===== src/rtl/fp16_unpack_if.sv =====
// Operand/result handshake bundle for the FP16 unpack stage.
interface fp16_unpack_if;
    logic        in_valid;
    logic        in_sign;
    logic [4:0]  in_exp;
    logic [9:0]  in_mant;
    logic        out_valid;
    logic        out_sign;
    logic [6:0]  out_exp;
    logic [10:0] out_sig;
    logic [2:0]  out_class;
    logic        busy;

    modport master (
        output in_valid, in_sign, in_exp, in_mant,
        input  out_valid, out_sign, out_exp, out_sig, out_class, busy
    );

    modport slave (
        input  in_valid, in_sign, in_exp, in_mant,
        output out_valid, out_sign, out_exp, out_sig, out_class, busy
    );
endinterface


===== src/rtl/fp16_unpack.sv =====
// FP16 unpack: classify, unbias exponent, expose hidden bit, optionally normalize subnormals.
// Macro FP16_SUBNORM_NORMALIZE_EN enables iterative subnormal normalization; otherwise subnormals flush to zero.
//
// state | meaning
// IDLE  | accepting operands; non-subnormal results registered on the capture edge
// SHIFT | normalizing a subnormal one bit per cycle; inputs ignored
module fp16_unpack (
    input  logic              clk,
    input  logic              rst_n,
    fp16_unpack_if.slave      bus
);
    localparam logic [2:0] CLS_ZERO   = 3'd0;
    localparam logic [2:0] CLS_SUB    = 3'd1;
    localparam logic [2:0] CLS_NORMAL = 3'd2;
    localparam logic [2:0] CLS_INF    = 3'd3;
    localparam logic [2:0] CLS_QNAN   = 3'd4;
    localparam logic [2:0] CLS_SNAN   = 3'd5;

    function automatic logic [2:0] classify(input logic [4:0] e, input logic [9:0] m);
        if (e == 5'd0)
            return (m == 10'd0) ? CLS_ZERO : CLS_SUB;
        if (e == 5'd31) begin
            if (m == 10'd0) return CLS_INF;
            if (m[9])       return CLS_QNAN;
            return CLS_SNAN;
        end
        return CLS_NORMAL;
    endfunction

    logic [2:0]  cls_c;
    logic [6:0]  exp_c;
    logic [10:0] sig_c;

    logic        out_valid_r;
    logic        out_sign_r;
    logic [6:0]  out_exp_r;
    logic [10:0] out_sig_r;
    logic [2:0]  out_class_r;

    always_comb begin
        cls_c = classify(bus.in_exp, bus.in_mant);
        exp_c = '0;
        sig_c = '0;
        case (cls_c)
            CLS_NORMAL: begin
                exp_c = {2'b00, bus.in_exp} - 7'd15;
                sig_c = {1'b1, bus.in_mant};
            end
            CLS_INF, CLS_QNAN, CLS_SNAN: begin
                exp_c = 7'd16;
                sig_c = {1'b0, bus.in_mant};
            end
            default: ;
        endcase
`ifndef FP16_SUBNORM_NORMALIZE_EN
        if (cls_c == CLS_SUB)
            cls_c = CLS_ZERO;
`endif
    end

`ifdef FP16_SUBNORM_NORMALIZE_EN
    typedef enum logic [0:0] {IDLE, SHIFT} state_t;

    // Subnormal starting exponent is -14 (emin), stored in 7-bit two's complement.
    localparam logic [6:0] SUB_EXP0 = 7'h72;

    state_t      state;
    logic        busy_r;
    logic        sh_sign;
    logic [6:0]  sh_exp;
    logic [10:0] sh_sig;

    always_ff @(posedge clk or negedge rst_n) begin
        if (!rst_n) begin
            state       <= IDLE;
            busy_r      <= 1'b0;
            sh_sign     <= 1'b0;
            sh_exp      <= '0;
            sh_sig      <= '0;
            out_valid_r <= 1'b0;
            out_sign_r  <= 1'b0;
            out_exp_r   <= '0;
            out_sig_r   <= '0;
            out_class_r <= '0;
        end else begin
            out_valid_r <= 1'b0;
            case (state)
                IDLE: begin
                    if (bus.in_valid) begin
                        if (cls_c == CLS_SUB) begin
                            sh_sign <= bus.in_sign;
                            sh_exp  <= SUB_EXP0;
                            sh_sig  <= {1'b0, bus.in_mant};
                            busy_r  <= 1'b1;
                            state   <= SHIFT;
                        end else begin
                            out_valid_r <= 1'b1;
                            out_sign_r  <= bus.in_sign;
                            out_exp_r   <= exp_c;
                            out_sig_r   <= sig_c;
                            out_class_r <= cls_c;
                        end
                    end
                end
                SHIFT: begin
                    sh_sig <= {sh_sig[9:0], 1'b0};
                    sh_exp <= sh_exp - 7'd1;
                    // Finish on the edge whose shift lands the leading one in the hidden-bit slot.
                    if (sh_sig[9]) begin
                        out_valid_r <= 1'b1;
                        out_sign_r  <= sh_sign;
                        out_exp_r   <= sh_exp - 7'd1;
                        out_sig_r   <= {sh_sig[9:0], 1'b0};
                        out_class_r <= CLS_SUB;
                        busy_r      <= 1'b0;
                        state       <= IDLE;
                    end
                end
                default: state <= IDLE;
            endcase
        end
    end

    assign bus.busy = busy_r;
`else
    always_ff @(posedge clk or negedge rst_n) begin
        if (!rst_n) begin
            out_valid_r <= 1'b0;
            out_sign_r  <= 1'b0;
            out_exp_r   <= '0;
            out_sig_r   <= '0;
            out_class_r <= '0;
        end else begin
            out_valid_r <= bus.in_valid;
            if (bus.in_valid) begin
                out_sign_r  <= bus.in_sign;
                out_exp_r   <= exp_c;
                out_sig_r   <= sig_c;
                out_class_r <= cls_c;
            end
        end
    end

    assign bus.busy = 1'b0;
`endif

    assign bus.out_valid = out_valid_r;
    assign bus.out_sign  = out_sign_r;
    assign bus.out_exp   = out_exp_r;
    assign bus.out_sig   = out_sig_r;
    assign bus.out_class = out_class_r;
endmodule


===== src/flat_wrapper.sv =====
// flat-port wrapper written by rule: the top's interface ports become plain ports
module fp16_unpack_flat 
  (clk, rst_n, bus_in_valid, bus_in_sign, bus_in_exp, bus_in_mant, bus_out_valid, bus_out_sign, bus_out_exp, bus_out_sig, bus_out_class, bus_busy);
  fp16_unpack_if bus_i ();
  input  logic clk;
  input  logic rst_n;
  input wire logic [$bits(bus_i.in_valid)-1:0] bus_in_valid;
  input wire logic [$bits(bus_i.in_sign)-1:0] bus_in_sign;
  input wire logic [$bits(bus_i.in_exp)-1:0] bus_in_exp;
  input wire logic [$bits(bus_i.in_mant)-1:0] bus_in_mant;
  output wire logic [$bits(bus_i.out_valid)-1:0] bus_out_valid;
  output wire logic [$bits(bus_i.out_sign)-1:0] bus_out_sign;
  output wire logic [$bits(bus_i.out_exp)-1:0] bus_out_exp;
  output wire logic [$bits(bus_i.out_sig)-1:0] bus_out_sig;
  output wire logic [$bits(bus_i.out_class)-1:0] bus_out_class;
  output wire logic [$bits(bus_i.busy)-1:0] bus_busy;
  assign bus_i.in_valid = bus_in_valid;
  assign bus_i.in_sign = bus_in_sign;
  assign bus_i.in_exp = bus_in_exp;
  assign bus_i.in_mant = bus_in_mant;
  assign bus_out_valid = bus_i.out_valid;
  assign bus_out_sign = bus_i.out_sign;
  assign bus_out_exp = bus_i.out_exp;
  assign bus_out_sig = bus_i.out_sig;
  assign bus_out_class = bus_i.out_class;
  assign bus_busy = bus_i.busy;
  fp16_unpack u_core (.clk(clk), .rst_n(rst_n), .bus(bus_i));
endmodule

===== config.mk =====
export PLATFORM = sky130hd
export DESIGN_NAME = fp16_unpack_flat
export DESIGN_NICKNAME = d
export VERILOG_FILES = /design/src/rtl/fp16_unpack_if.sv /design/src/rtl/fp16_unpack.sv /design/src/flat_wrapper.sv
export SDC_FILE = /design/constraint.sdc
export NUM_CORES = 1
export LEC_CHECK = 0
export BUFFER_PORTS_ARGS = -buffer_cell sky130_fd_sc_hd__buf_4
export CORE_AREA = 2 2 52 54
export DETAILED_ROUTE_END_ITERATION = 16
export DIE_AREA = 0 0 54 56
export MAX_ROUTING_LAYER = met4
export PLACE_DENSITY = 0.84
export SLEW_MARGIN = 5
export SYNTH_ARGS = -nofsm -noshare
export SYNTH_HDL_FRONTEND = slang
export SYNTH_SLANG_ARGS = --single-unit

===== constraint.sdc =====
create_clock -name clk -period 1.07 [get_ports clk]
set_input_delay 0.321 -clock clk [delete_from_list [all_inputs] [get_ports clk]]
set_output_delay 0.321 -clock clk [all_outputs]
set_load 0.01 [all_outputs]

==> impl_metrics.py <==
metrics = {
    "logic_synthesis": {
        "ys.flop_type": "dfrtp_1",
        "ys_seq_area_frac": 0.486,
        "synthSimpleGateAreaFrac": 0.167,
        "synth_xor_xnor_area_share": 0.0155,
        "synthAdderAreaFrac": 0.0331,
        "netlist_instances": 103,
        "ys_types": 31,
        "syn_area_um2": 1130,
        "synthMuxAreaShare": 0.0386,
        "synth_edf_count": 0,
        "async_reset_ff_frac": 1.00,
        "syn_area_per_cell_um2": 11.0,
        "ys_ff_latch": 22,
        "synth-compound-area-share": 0.134,
        "synthesis.nets": 125,
        "ys_warn_count": 0,
        "synth_top_family_by_area": "simple AND/OR/NAND/NOR gates",
    },
    "timing": {
        "rsz0062_at_grt": "true",
        "fin_setup_tns_ps": -5330,
        "fin_crit_ps": 1260,
        "max_freq_mhz": 794,
        "layout_setup_ws_ps": -189,
        "drv_slew": 0,
        "final.period_utilization": 1.18,
        "finalHoldViolations": 0,
        "setup_viol": 43,
        "clock_skew_ps": 0,
    },
    "finish": {
        "stdcell_area_um2": 2040,
        "area_growth_pct": 79.9,
        "n_antenna_cell": 0,
        "layout_commonest_cell": "buf_4",
        "nFillCells": 118,
        "layout-drive-gt1-share": 0.689,
        "fin_cells": 207,
        "final_nets": 200,
        "final_cell_mix": "43 x buf_4, 29 x buf_6, 22 x dfrtp_1",
    },
    "cts": {
        "clock_latency_ps": 320,
        "cts-root-buf": "clkbuf_4",
        "path_clk_slew_ps": 140,
        "cts_tree": "yes",
        "cts_max_level": 1,
        "cts_buffer_depth": 2,
        "numClockSinks": 22,
        "cts_made_buffers": 3,
    },
    "power_and_ir_drop": {
        "powerDensity_nw_per_um2": 1060,
        "leakagePower_nw": 1.00,
        "vdd_drop_max_mv": 1.01,
        "total_power_mw": 2.15,
    },
    "route": {
        "drtIter0Drc": 56,
        "vias": 1079,
        "postRouteAntennaNets": 0,
        "vias_per_cell": 5.21,
        "routedWlPerCell_um": 18.4,
        "dr.pass1.iters": 4,
        "drc_errors": 0,
        "drt-total-wl_um": 3800,
    },
    "min_path": {
        "min_path_cells": 2,
        "min-delay-start": "bus_in_sign",
        "hold_path.class": "in2reg",
        "min_to": "u_core.bus.out_sign",
    },
    "critical_path": {
        "start_kind": "primary input",
        "path_max_fanout": 8,
        "worstPathArrival_ps": 1470,
        "r2r_start": "u_core.bus.out_class[2]",
        "critPathKind": "in2reg",
        "cp.required_ps": 1280,
        "r2r_slack_ps": 80,
        "reg2reg_depth": 3,
        "worstSetupEndpointType": "flip-flop",
        "r2r-end": "u_core.bus.out_class[2]",
    },
    "placement": {
        "dp_slack_ps": -597,
        "io_buffers": 41,
        "gp_congestion": 0.784,
        "dp_hpwl_um": 1980,
        "placed_cells": 184,
        "placed_cell_area_um2": 1650,
    },
    "floorplan": {
        "num_rows": 18,
        "die_w_um": 54,
        "start_util": 0.466,
        "core_um2": 2430,
        "die_y_um": 56,
        "die-area_um2": 3020,
        "io_pins": 43,
    },
    "run_status": {
        "violations": "setup timing",
        "status": "finished with violations",
    },
    "grt": {
        "grt_use_total": 0.246,
        "grt_pass1_vias": 1160,
        "antenna_found_initial": 0,
        "grt_max_degree": 26,
        "grt_first_pass_wirelength_um": 5260,
        "grt-ovfl-total": 0,
    },
    "job": {
        "maxCapViolCount": 0,
    },
}
[repair_timing]
item / 4_1_cts / 5_1_grt
setup endpoints to repair: 43 / 43
resized for setup: 39 / 9
hold endpoints to repair: 22 / 0
hold buffers: 1 / 0
pin swaps: 8 / 3
buffers inserted: 13 / 5
[state kept, by name, summed over array words and instances (netlist names)]
register	cells
u_core.bus.out_class	3
u_core.bus.out_exp	6
u_core.bus.out_sig	11
u_core.bus.out_sign	1
u_core.bus.out_valid	1
[per-stage QoR]
stage                      util  hold WS [ps]
final                     0.838           236
after global routing      0.838           236
after CTS                 0.804           235
after detailed placement  0.680           227
after global placement    0.680           217
after floorplan               -          25.4
[layout make-up]
cell class,instances,area (um2),share of cell area
flip-flops and latches,22,551,0.270
clock buffers,4,36.3,0.0178
multi-input cells,54,557,0.273
repair buffers,78,759,0.372
well taps,30,37.5,0.0184
inverters,19,98.8,0.0485
[power breakdown]
| part | total (mW) | switching, mW | internal (mW) |
|---|---|---|---|
| sequential | 0.964 | 0.0593 | 0.905 |
| clock | 0.496 | 0.288 | 0.208 |
| combinational | 0.693 | 0.293 | 0.400 |
| total | 2.15 | 0.640 | 1.51 |
[worst max-delay path, stage by stage]
cell,delay [ps]
buf_12,120
inv_12,40
ha_4,120
or4b_4,560
buf_6,180
nand3_2,60
o21ai_2,70
[metal layers]
| metal | routed length [um] | track usage | vias to the layer above |
|---|---|---|---|
| met4 | 112 | 0.100 | 0 |
| met5 | 0 | - | - |
| met1 | 1440 | 0.280 | 519 |
| li1 | - | - | 492 |
| met2 | 2020 | 0.411 | 56 |
| met3 | 231 | 0.0484 | 12 |
[cell families (layout without fill, tap and decap cells)]
logic type / after synthesis / after routing
XOR/XNOR: 2 / 2
multiplexers: 4 / 4
other: 1 / 1
AND/OR/NAND/NOR: 24 / 24
buffers and inverters: 27 / 101
AO/OA/AOI/OAI: 20 / 20
flip-flops: 22 / 22
adder cells (fa/ha/maj): 3 / 3
[worst max path at each step]
stage,from,endpoint,cells after the start
floorplan,bus_in_exp[1],u_core.bus.out_sig[0],7
global placement,bus_in_exp[1],u_core.bus.out_sig[10],6
detailed placement,bus_in_exp[1],u_core.bus.out_exp[3],8
CTS,u_core.bus.out_exp[5],bus_out_exp[5],1
global route,bus_in_exp[1],u_core.bus.out_sig[8],7
finish,bus_in_exp[1],u_core.bus.out_sig[8],7
[cell usage after synthesis (all sizes together), types with 2 or more instances]
master  number  area, um2
mux2         3       33.8
nand3       13        115
nor2b        2       12.5
inv         19       71.3
ha           3       37.5
dfrtp       22        551
nor4         2       12.5
buf          7       65.1
o22ai        3       18.8
o21ai       13        103
Power figures use the tool's default switching activity.
